$ cat config.mk
export PLATFORM = sky130hd
export DESIGN_NAME = mmio_irq_controller_flat
export DESIGN_NICKNAME = d
export VERILOG_FILES = /design/src/rtl/mmio_irq_controller_if.sv /design/src/rtl/mmio_irq_controller.sv /design/src/flat_wrapper.sv
export SDC_FILE = /design/constraint.sdc
export NUM_CORES = 1
export LEC_CHECK = 0
export BUFFER_PORTS_ARGS = -buffer_cell sky130_fd_sc_hd__buf_4
export CORE_UTILIZATION = 53
export CTS_CLUSTER_DIAMETER = 60
export DETAILED_ROUTE_END_ITERATION = 6
export PLACE_DENSITY = 0.81
export SLEW_MARGIN = 20
export SYNTH_ARGS = -nofsm -noshare
export SYNTH_HDL_FRONTEND = slang
export SYNTH_SLANG_ARGS = --single-unit
$ cat constraint.sdc
create_clock -name clk -period 4.4 [get_ports clk]
set_input_delay 0.22 -clock clk [delete_from_list [all_inputs] [get_ports clk]]
set_output_delay 0.22 -clock clk [all_outputs]
set_load 0.02 [all_outputs]
$ cat src/rtl/mmio_irq_controller_if.sv
// CPU data-bus and keyboard bundle for mmio_irq_controller.
// The CPU/bench side drives the access, the controller drives read data, enables and irq.
interface mmio_irq_controller_if;
  logic [31:0] addr_in;
  logic [31:0] data_in;
  logic        wr;
  logic        rd;
  logic [3:0]  wr_mask;
  logic        kbd_valid;
  logic [7:0]  kbd_data;
  logic [31:0] mrd;
  logic        mrd_valid;
  logic        ram_en;
  logic        vram_en;
  logic        irq;

  modport master (
    output addr_in, data_in, wr, rd, wr_mask, kbd_valid, kbd_data,
    input  mrd, mrd_valid, ram_en, vram_en, irq
  );

  modport slave (
    input  addr_in, data_in, wr, rd, wr_mask, kbd_valid, kbd_data,
    output mrd, mrd_valid, ram_en, vram_en, irq
  );
endinterface

$ cat src/rtl/mmio_irq_controller.sv
// Memory-mapped IO decoder with ms counter, keyboard FIFO, periodic timers and
// an interrupt pending/enable controller; IO reads return one cycle after rd.
module mmio_irq_controller #(
  parameter int unsigned N_TIMERS    = 2,
  parameter int unsigned FIFO_DEPTH  = 8,
  parameter int unsigned CLK_PER_MS  = 50000,
  parameter logic [3:0]  RAM_REGION  = 4'h0,
  parameter logic [3:0]  VRAM_REGION = 4'h8,
  parameter logic [3:0]  IO_REGION   = 4'hF
) (
  input  logic                  clk,
  input  logic                  reset,
  mmio_irq_controller_if.slave  bus
);

  localparam int unsigned NP = N_TIMERS + 1;
  localparam int unsigned AW = (FIFO_DEPTH > 1) ? $clog2(FIFO_DEPTH) : 1;
  localparam int unsigned CW = AW + 1;
  localparam int unsigned PW = (CLK_PER_MS > 1) ? $clog2(CLK_PER_MS) : 1;

  localparam logic [7:0] OFF_MS       = 8'h00;
  localparam logic [7:0] OFF_KBD_DATA = 8'h04;
  localparam logic [7:0] OFF_KBD_STAT = 8'h08;
  localparam logic [7:0] OFF_PEND     = 8'h0C;
  localparam logic [7:0] OFF_EN       = 8'h10;

  function automatic logic [7:0] tmr_off(input int unsigned i);
    return 8'(32'h20 + 8 * i);
  endfunction

  function automatic logic [31:0] merge_bytes(input logic [31:0] old_v,
                                              input logic [31:0] new_v,
                                              input logic [31:0] mask);
    return (old_v & ~mask) | (new_v & mask);
  endfunction

  logic [PW-1:0] presc_q, presc_d;
  logic [31:0]   ms_q, ms_d;
  logic [7:0]    mem_q [FIFO_DEPTH];
  logic [7:0]    mem_d [FIFO_DEPTH];
  logic [AW-1:0] wptr_q, wptr_d, rptr_q, rptr_d;
  logic [CW-1:0] count_q, count_d;
  logic          ovf_q, ovf_d;
  logic [31:0]   load_q [N_TIMERS];
  logic [31:0]   load_d [N_TIMERS];
  logic [31:0]   cnt_q  [N_TIMERS];
  logic [31:0]   cnt_d  [N_TIMERS];
  logic [NP-1:0] pend_q, pend_d, en_q, en_d;
  logic [31:0]   mrd_q, mrd_d;
  logic          mrd_valid_q, mrd_valid_d;
  logic          irq_q, irq_d;

  logic [3:0]    region;
  logic [7:0]    off;
  logic          io_hit, rd_io, wr_io;
  logic [31:0]   bmask;
  logic          tick, empty, full, pop_ok, push_ok;
  logic [NP-1:0] hw_set, sw_clr;
  logic [31:0]   rdata;
  logic          unused_addr;

  assign region      = bus.addr_in[31:28];
  assign off         = {bus.addr_in[7:2], 2'b00};
  assign io_hit      = (region == IO_REGION);
  assign rd_io       = bus.rd & io_hit;
  assign wr_io       = bus.wr & io_hit;
  assign bus.ram_en  = bus.wr & (region == RAM_REGION);
  assign bus.vram_en = bus.wr & (region == VRAM_REGION);
  assign bmask       = {{8{bus.wr_mask[3]}}, {8{bus.wr_mask[2]}},
                        {8{bus.wr_mask[1]}}, {8{bus.wr_mask[0]}}};
  assign unused_addr = ^{bus.addr_in[27:8], bus.addr_in[1:0]};

  assign tick    = (presc_q == PW'(CLK_PER_MS - 1));
  assign empty   = (count_q == '0);
  assign full    = (count_q == CW'(FIFO_DEPTH));
  assign pop_ok  = rd_io && (off == OFF_KBD_DATA) && !empty;
  // A pop in the same cycle frees a slot, so a push into a full FIFO still lands.
  assign push_ok = bus.kbd_valid && (!full || pop_ok);

  always_comb begin
    presc_d = tick ? '0 : presc_q + PW'(1);
    ms_d    = ms_q + 32'(tick);
    mem_d   = mem_q;
    wptr_d  = wptr_q;
    rptr_d  = rptr_q;
    count_d = count_q + CW'(push_ok) - CW'(pop_ok);
    ovf_d   = ovf_q;
    load_d  = load_q;
    cnt_d   = cnt_q;
    en_d    = en_q;
    hw_set  = '0;
    sw_clr  = '0;

    if (push_ok) begin
      mem_d[wptr_q] = bus.kbd_data;
      wptr_d        = wptr_q + AW'(1);
      hw_set[0]     = 1'b1;
    end
    if (pop_ok) rptr_d = rptr_q + AW'(1);
    if (wr_io && (off == OFF_KBD_STAT)) ovf_d = 1'b0;
    if (bus.kbd_valid && !push_ok)      ovf_d = 1'b1;

    // A LOAD write takes priority over a coincident tick and suppresses its event.
    for (int i = 0; i < N_TIMERS; i++) begin
      if (wr_io && (off == tmr_off(i))) begin
        load_d[i] = merge_bytes(load_q[i], bus.data_in, bmask);
        cnt_d[i]  = merge_bytes(load_q[i], bus.data_in, bmask);
      end else if (tick) begin
        if (load_q[i] == '0) begin
          cnt_d[i] = '0;
        end else if (cnt_q[i] > 32'd1) begin
          cnt_d[i] = cnt_q[i] - 32'd1;
        end else begin
          cnt_d[i] = load_q[i];
          if (cnt_q[i] == 32'd1) hw_set[i+1] = 1'b1;
        end
      end
    end

    if (wr_io && (off == OFF_PEND)) sw_clr = NP'(bus.data_in & bmask);
    if (wr_io && (off == OFF_EN))   en_d   = NP'(merge_bytes(32'(en_q), bus.data_in, bmask));
    pend_d = (pend_q & ~sw_clr) | hw_set;
    irq_d  = |(pend_q & en_q);
  end

  // Read mux always reflects pre-write state.
  always_comb begin
    case (off)
      OFF_MS:       rdata = ms_q;
      OFF_KBD_DATA: rdata = {23'b0, ~empty, empty ? 8'h00 : mem_q[rptr_q]};
      OFF_KBD_STAT: rdata = {16'b0, ovf_q, full, empty, 5'b0, 8'(count_q)};
      OFF_PEND:     rdata = 32'(pend_q);
      OFF_EN:       rdata = 32'(en_q);
      default:      rdata = '0;
    endcase
    for (int i = 0; i < N_TIMERS; i++) begin
      if (off == tmr_off(i))          rdata = load_q[i];
      if (off == tmr_off(i) + 8'h04)  rdata = cnt_q[i];
    end
    mrd_d       = rd_io ? rdata : mrd_q;
    mrd_valid_d = rd_io;
  end

  always_ff @(posedge clk) begin
    if (!reset) begin
      presc_q     <= '0;
      ms_q        <= '0;
      mem_q       <= '{default: '0};
      wptr_q      <= '0;
      rptr_q      <= '0;
      count_q     <= '0;
      ovf_q       <= 1'b0;
      load_q      <= '{default: '0};
      cnt_q       <= '{default: '0};
      pend_q      <= '0;
      en_q        <= '0;
      mrd_q       <= '0;
      mrd_valid_q <= 1'b0;
      irq_q       <= 1'b0;
    end else begin
      presc_q     <= presc_d;
      ms_q        <= ms_d;
      mem_q       <= mem_d;
      wptr_q      <= wptr_d;
      rptr_q      <= rptr_d;
      count_q     <= count_d;
      ovf_q       <= ovf_d;
      load_q      <= load_d;
      cnt_q       <= cnt_d;
      pend_q      <= pend_d;
      en_q        <= en_d;
      mrd_q       <= mrd_d;
      mrd_valid_q <= mrd_valid_d;
      irq_q       <= irq_d;
    end
  end

  assign bus.mrd       = mrd_q;
  assign bus.mrd_valid = mrd_valid_q;
  assign bus.irq       = irq_q;

endmodule

$ cat src/flat_wrapper.sv
// flat-port wrapper written by rule: the top's interface ports become plain ports
module mmio_irq_controller_flat 
#(
  parameter int unsigned N_TIMERS    = 2,
  parameter int unsigned FIFO_DEPTH  = 8,
  parameter int unsigned CLK_PER_MS  = 50000,
  parameter logic [3:0]  RAM_REGION  = 4'h0,
  parameter logic [3:0]  VRAM_REGION = 4'h8,
  parameter logic [3:0]  IO_REGION   = 4'hF
)
  (clk, reset, bus_addr_in, bus_data_in, bus_wr, bus_rd, bus_wr_mask, bus_kbd_valid, bus_kbd_data, bus_mrd, bus_mrd_valid, bus_ram_en, bus_vram_en, bus_irq);
  mmio_irq_controller_if bus_i ();
  input  logic clk;
  input  logic reset;
  input wire logic [$bits(bus_i.addr_in)-1:0] bus_addr_in;
  input wire logic [$bits(bus_i.data_in)-1:0] bus_data_in;
  input wire logic [$bits(bus_i.wr)-1:0] bus_wr;
  input wire logic [$bits(bus_i.rd)-1:0] bus_rd;
  input wire logic [$bits(bus_i.wr_mask)-1:0] bus_wr_mask;
  input wire logic [$bits(bus_i.kbd_valid)-1:0] bus_kbd_valid;
  input wire logic [$bits(bus_i.kbd_data)-1:0] bus_kbd_data;
  output wire logic [$bits(bus_i.mrd)-1:0] bus_mrd;
  output wire logic [$bits(bus_i.mrd_valid)-1:0] bus_mrd_valid;
  output wire logic [$bits(bus_i.ram_en)-1:0] bus_ram_en;
  output wire logic [$bits(bus_i.vram_en)-1:0] bus_vram_en;
  output wire logic [$bits(bus_i.irq)-1:0] bus_irq;
  assign bus_i.addr_in = bus_addr_in;
  assign bus_i.data_in = bus_data_in;
  assign bus_i.wr = bus_wr;
  assign bus_i.rd = bus_rd;
  assign bus_i.wr_mask = bus_wr_mask;
  assign bus_i.kbd_valid = bus_kbd_valid;
  assign bus_i.kbd_data = bus_kbd_data;
  assign bus_mrd = bus_i.mrd;
  assign bus_mrd_valid = bus_i.mrd_valid;
  assign bus_ram_en = bus_i.ram_en;
  assign bus_vram_en = bus_i.vram_en;
  assign bus_irq = bus_i.irq;
  mmio_irq_controller #(.N_TIMERS(N_TIMERS), .FIFO_DEPTH(FIFO_DEPTH), .CLK_PER_MS(CLK_PER_MS), .RAM_REGION(RAM_REGION), .VRAM_REGION(VRAM_REGION), .IO_REGION(IO_REGION)) u_core (.clk(clk), .reset(reset), .bus(bus_i));
endmodule
==> out/results.txt, run 1 <==
Hold Slack = 5.23 ps
Startpoint Class = flop
Core ar. = 30000 um2
Fin crit period = 3540 ps
Hold Fails Final Rpt = 0
Routed WL per cell = 21.4 um
First-pass GRT wire length = 81500 um
Switching part of the total power = 24.9%
WP data required = 4770 ps
Fin Setup TNS = 0 ps
Post-CTS Setup Inserts = 0
Cts bufs inserted = 34
# clock sinks = 291
H-tree levels = 2
Total Wirelength = 51600 um
Worst skew pair latency = 530 ps
Vias in the first global route = 15200
Placed Cells = 2346
Register clock-pin slew on the reported worst setup and hold paths = 60 ps
Largest net degree at the start of global routing = 65
Nets@finish = 2097
Post-synth EDFFs = 0
DRC violations left = 8
Top_reg_cell synth = dfxtp_1
Iter 0 DRT Violations = 2028
Antenna violations before repair = 0
Cell internal pwr = 4.50 mW
Slew HR = 31.5%
DP HPWL = 35900 um
Synthesized flop and latch total = 291
DP Worst Slack = 888 ps
Fmax = 282 MHz
Count leader, synth = dfxtp_1
Mapped Nets = 2085
Worst hold path type = input port to flop
Vias per cell = 6.69
DR vias = 16100
Share of layout cells above drive strength 1 = 12.3%
Static Leakage = 6.75 nW
Ports = 117
ANT nets after route = 0
Crit path kind = flop to flop
Starting density of the core = 54.5%
Area Growth Syn to Fin = 12.5%
Final Cycle Share = 80.5%
Async S/R FF share, synth = 0%
Crit Path Max Fanout = 13
Synth cell count leaders = dfxtp_1 (291), nand2_1 (211), nor2_1 (200), mux2i_1 (160), a21oi_1 (134)
Seq pwr share = 45.3%
Combinational power share = 8.2%
Cell Rows = 63
Distinct cells, synth = 73
MaxCap Viol Count = 0
CP endpoint kind = flop
Cell area after synthesis = 16400 um2
Antenna cells = 0
Final setup margin = 857 ps
RSZ-0062 raised after global routing = no
Die Footprint = 31600 um2
Die width = 178 um
Number of buffers added on ports = 94
Pwr dens = 326 nW/um2
Synth Warn # = 0
GP Congestion = 0.987
Post-cts repair resize count = 0
# fillers = 2545
Register area share after synthesis = 35.6%
Clock Tree Root = clkbuf_16
Tightest Pin Transition = 1030 ps
Clock power share = 46.5%
Status = complete, but fails checks
Dominant cell type by area after synthesis = dfxtp_1
Psw = 1.49 mW
Synthesized instance count = 1988
Area contributors post-synth = dfxtp_1 (36%), mux2i_1 (9.8%), nand2_1 (4.8%)
Die H = 178 um
Post-Syn Area per Cell = 8.23 um2
DR pass1 iterations = 7
CTS tree = yes
Worst IR drop on VDD = 0.316 mV
Final Max Tran Viols = 0
Max clock buf depth = 3
Failing checks = DRC
Crit path DAT = 3910 ps
Clock skew = 32.4 ps
Total grt overflow = 0
Synth top area share = 35.6%
Layout Cells excl Fill = 2412
Final Setup Violations = 0
Gr usage total = 32.5%
Pwr Total = 5.99 mW
[registers in the layout, summed over array words and instances, names as in the netlist, named ones only]
signal and cells:
u_core.bus.mrd_valid 1, u_core.bus.irq 1, u_core.bus.mrd 32, u_core.ovf_q 1, u_core.ms_q 32, u_core.load_q 64
u_core.count_q 4, u_core.wptr_q 3, u_core.presc_q 16, u_core.cnt_q 64, u_core.rptr_q 3, u_core.pend_q 3
u_core.mem_q 64
[cell families after synthesis]
logic type                 count (synthesis)  synth area share (%)
xor gates and xnor gates                  63                  3.37
buffers and inverters                    194                  4.76
muxes                                    194                  13.5
and+or+nand+nor                          797                  24.5
adders and majority gates                 16                  1.27
AOI/OAI and AO/OA                        433                  17.0
DFF                                      291                  35.6
[worst paths after layout]
kind / start / cells past startpoint / to / slack [ps]
worst max-delay path: u_core.presc_q[4]$_SDFF_PP0_ / 9 / u_core.ms_q[26]$_SDFF_PN0_ / 860
worst min-delay path: bus_data_in[30] / 3 / u_core.load_q[62]$_SDFFE_PN0P_ / 5
worst max register to register: u_core.presc_q[4]$_SDFF_PP0_ / 9 / u_core.ms_q[26]$_SDFF_PN0_ / 860
worst min register to register: u_core.bus.mrd[21]$_SDFFE_PN0P_ / 2 / u_core.bus.mrd[21]$_SDFFE_PN0P_ / 450
[area by class of cell]
class / instances / area, um2 / share of cell area [%]
clock buffers: 46 / 946 / 5.14
clock inverters: 12 / 141 / 0.768
inverters: 36 / 138 / 0.748
multi-input cells: 1503 / 9830 / 53.4
flip-flops and latches: 291 / 5830 / 31.7
well taps: 390 / 488 / 2.65
repair buffers: 134 / 1040 / 5.64
[stage by stage]
step	util (%)	instance area, um2
after global routing	61.3	18400
after floorplan	-	16400
after detailed placement	57.4	17200
after CTS	61.3	18400
after global placement	57.4	17200
final	61.3	18400
[layer usage]
layer / up-vias / wire, um / global-route usage [%]
met5: - / 0 / 0
met4: 0 / 3050 / 17.8
met3: 207 / 4910 / 5.08
met2: 988 / 23200 / 51.7
met1: 7628 / 20500 / 42.1
li1: 7314 / - / -
[power groups by stage]
stage | clock network [mW] | logic [mW] | registers, mW
after floorplan | 0 | 0.315 | 2.76
after global placement | 0 | 0.453 | 2.77
after detailed placement | 0 | 0.471 | 2.77
after CTS | 2.80 | 0.482 | 2.71
after global routing | 2.92 | 0.525 | 2.72
final | 2.79 | 0.493 | 2.71
[critical path, cell delays in order (launching register included)]
cell and delay (ps):
dfxtp_1 360, or4b_2 700, nor4_2 400, ha_1 250, ha_1 220, and4_1 290
nand4_1 440, nor4b_1 500, xnor2_1 160, nor2_1 60
[cell usage in the layout (no fill, tap or decap), types with 6 or more instances in the layout]
cell type	instances
and4_1	6
nor3b_1	30
o31a_1	12
o211ai_1	6
xnor2_1	33
a311oi_1	8
a221oi_1	8
or2_2	8
nand3_1	87
o22ai_1	35
a2bb2oi_1	7
or3_1	22
o21ai_0	86
clkbuf_16	34
o31ai_1	37
a211o_1	8
nor3_1	48
inv_1	34
nor2_1	199
nand2b_1	26
nand4_1	28
mux2i_1	160
nor4_1	51
dfxtp_1	291
and3_1	14
mux4_2	20
mux2_2	14
nand2_1	211
xor2_1	30
a211oi_1	23
or4_1	15
a22oi_1	14
buf_4	125
ha_1	15
and2_1	10
o221ai_1	13
clkbuf_1	7
dlygate4sd3_1	8
nor2b_1	7
a21oi_1	134
[repair_timing]
item | CTS | global route
endpoints found under the hold margin | 11 | 0
hold buffers | 8 | 0
endpoints found under the setup margin | 0 | 0
No activity file was read; power rests on OpenSTA's default activity.
==> inputs of run 2 (changes only) <==
Clock period 4.4 ns to 3.7 ns, I/O delays scaled along.
==> out/results.txt, run 2 (synthesis gave the netlist of run 1 again) <==
Status = completed
Total Wirelength = 53600 um
Area Growth Syn to Fin = 15.5%
Nets@finish = 2136
DP Worst Slack = 258 ps
Iter 0 DRT Violations = 2020
CP endpoint kind = flop
Worst skew pair latency = 530 ps
Die width = 178 um
Total grt overflow = 0
Crit Path Max Fanout = 10
Clock Tree Root = clkbuf_16
Starting density of the core = 54.5%
Final Setup Violations = 0
DR pass1 iterations = 6
# fillers = 2476
Vias per cell = 6.63
Crit path kind = flop to flop
Slowest-stage cell, CP = or4b_2
Vias in the first global route = 15300
Layout Cells excl Fill = 2451
Clock skew = 24.9 ps
CP max stage delay = 720 ps
CTS tree = yes
Pwr dens = 396 nW/um2
Fmax = 293 MHz
Most frequent cells in the layout = dfxtp_1 (291), nand2_1 (211), nor2_1 (199), mux2i_1 (160), buf_4 (138)
Worst r2r path cells = 8
Slew HR = 27.8%
Max clock buf depth = 3
ANT nets after route = 0
Crit path DAT = 3860 ps
Tightest Pin Transition = 1070 ps
Worst IR drop on VDD = 0.351 mV
Biggest regs = u_core.cnt_q (64), u_core.load_q (64), u_core.mem_q (64)
Hold Slack = 101 ps
Hold_sp = bus_kbd_data[2]
Gr usage total = 33.6%
Routed WL per cell = 21.9 um
Most common cell after layout, fill and taps aside = dfxtp_1
# clock sinks = 291
DP HPWL = 36800 um
Crit path top cell by count = or4b_2
Hold Fails Final Rpt = 0
Cell Rows = 63
Fin crit period = 3410 ps
Cts bufs inserted = 35
Fin Setup TNS = 0 ps
Ports = 117
Placed Cells = 2358
Flop-to-flop setup slack = 290 ps
Die Footprint = 31600 um2
H-tree levels = 2
Largest net degree at the start of global routing = 106
Final Max Tran Viols = 0
Final setup margin = 286 ps
RSZ-0062 raised after global routing = no
Antenna cells = 0
Static Leakage = 6.99 nW
Hold depth = 3
Final Cycle Share = 92.3%
Number of buffers added on ports = 94
Reg-to-reg startpoint = u_core.presc_q[4]$_SDFF_PP0_
Crit path cell chain = or4b_2 -> nor4_2 -> ha_1 -> nand3_1 -> nor3_4 -> or4b_2 -> or3_1 -> a21oi_1
DR vias = 16300
Placed Area = 17400 um2
Fin area = 18900 um2
Antenna violations before repair = 0
Hold Path Sink = u_core.mem_q[58]$_SDFFE_PN0P_
GP Congestion = 0.990
Share of layout cells above drive strength 1 = 13.0%
First-pass GRT wire length = 83100 um
Worst hold path type = input port to flop
RR Endpoint = u_core.ms_q[27]$_SDFF_PN0_
Register clock-pin slew on the reported worst setup and hold paths = 60 ps
Die H = 178 um
Post-cts repair resize count = 0
DRC violations left = 0
Startpoint Class = flop
WP data required = 4140 ps
Core ar. = 30000 um2
MaxCap Viol Count = 0
[run 2: cell count changes in the layout (fill, tap and decap cells not counted), sizes merged]
cell / delta
clkinvlp: +1
dlygate4sd3: +23
inv: +2
bufinv: +4
clkinv: -2
buf: +15
clkbuf: -4
[run 2: layout make-up]
| class | instances | area [um2] | area share [%] |
|---|---|---|---|
| clock buffers | 42 | 942 | 4.99 |
| clock inverters | 17 | 263 | 1.39 |
| inverters | 36 | 138 | 0.728 |
| multi-input cells | 1503 | 9830 | 52.0 |
| flip-flops and latches | 291 | 5830 | 30.8 |
| well taps | 390 | 488 | 2.58 |
| repair buffers | 172 | 1410 | 7.44 |
[run 2: power breakdown]
part | switching [mW] | total, mW | leakage, nW | internal (mW)
Sequential | 0.0428 | 3.23 | 2.35 | 3.18
Combinational | 0.360 | 0.604 | 4.05 | 0.243
Clock | 1.40 | 3.65 | 0.587 | 2.24
Total | 1.81 | 7.48 | 6.99 | 5.67
[run 2: worst max path at each step]
stage	startpoint	end	slack, ps	cells after the start
floorplan	u_core.presc_q[4]$_SDFF_PP0_	u_core.ms_q[27]$_SDFF_PN0_	2	11
global placement	u_core.presc_q[4]$_SDFF_PP0_	u_core.ms_q[26]$_SDFF_PN0_	390	9
detailed placement	u_core.presc_q[4]$_SDFF_PP0_	u_core.ms_q[26]$_SDFF_PN0_	260	9
CTS	u_core.presc_q[4]$_SDFF_PP0_	u_core.ms_q[26]$_SDFF_PN0_	160	9
global route	u_core.presc_q[4]$_SDFF_PP0_	u_core.ms_q[27]$_SDFF_PN0_	120	8
finish	u_core.presc_q[4]$_SDFF_PP0_	u_core.ms_q[27]$_SDFF_PN0_	290	8
[run 2: metal layers]
layer	wire, um	track usage, %	share of wire, %	vias up
li1	-	-	-	7394
met1	21400	44.0	40	7752
met2	24200	53.3	45	930
met3	5150	5.31	9.6	182
met4	2770	17.2	5.2	0
met5	0	0	0	-
[run 2: repair_timing]
action                                  4_1_cts  5_1_grt
hold buffers                                 31        0
endpoints found under the setup margin        0        2
buffers inserted                              0        3
endpoints found under the hold margin        51        0
[run 2: worst max-delay path, delay by kind of cell (launching register included)]
| family | cells | cell delay, ps |
|---|---|---|
| simple gates | 6 | 2570 |
| fa+ha+maj | 1 | 240 |
| compound gates | 1 | 150 |
| flops | 1 | 360 |
[run 2: per-stage QoR]
stage               total power, mW  util [%]
floorplan                      3.66         -
global placement               3.84      57.8
detailed placement             3.85      57.8
CTS                            7.48      62.8
global route                   7.67      62.9
finish                         7.48      62.9
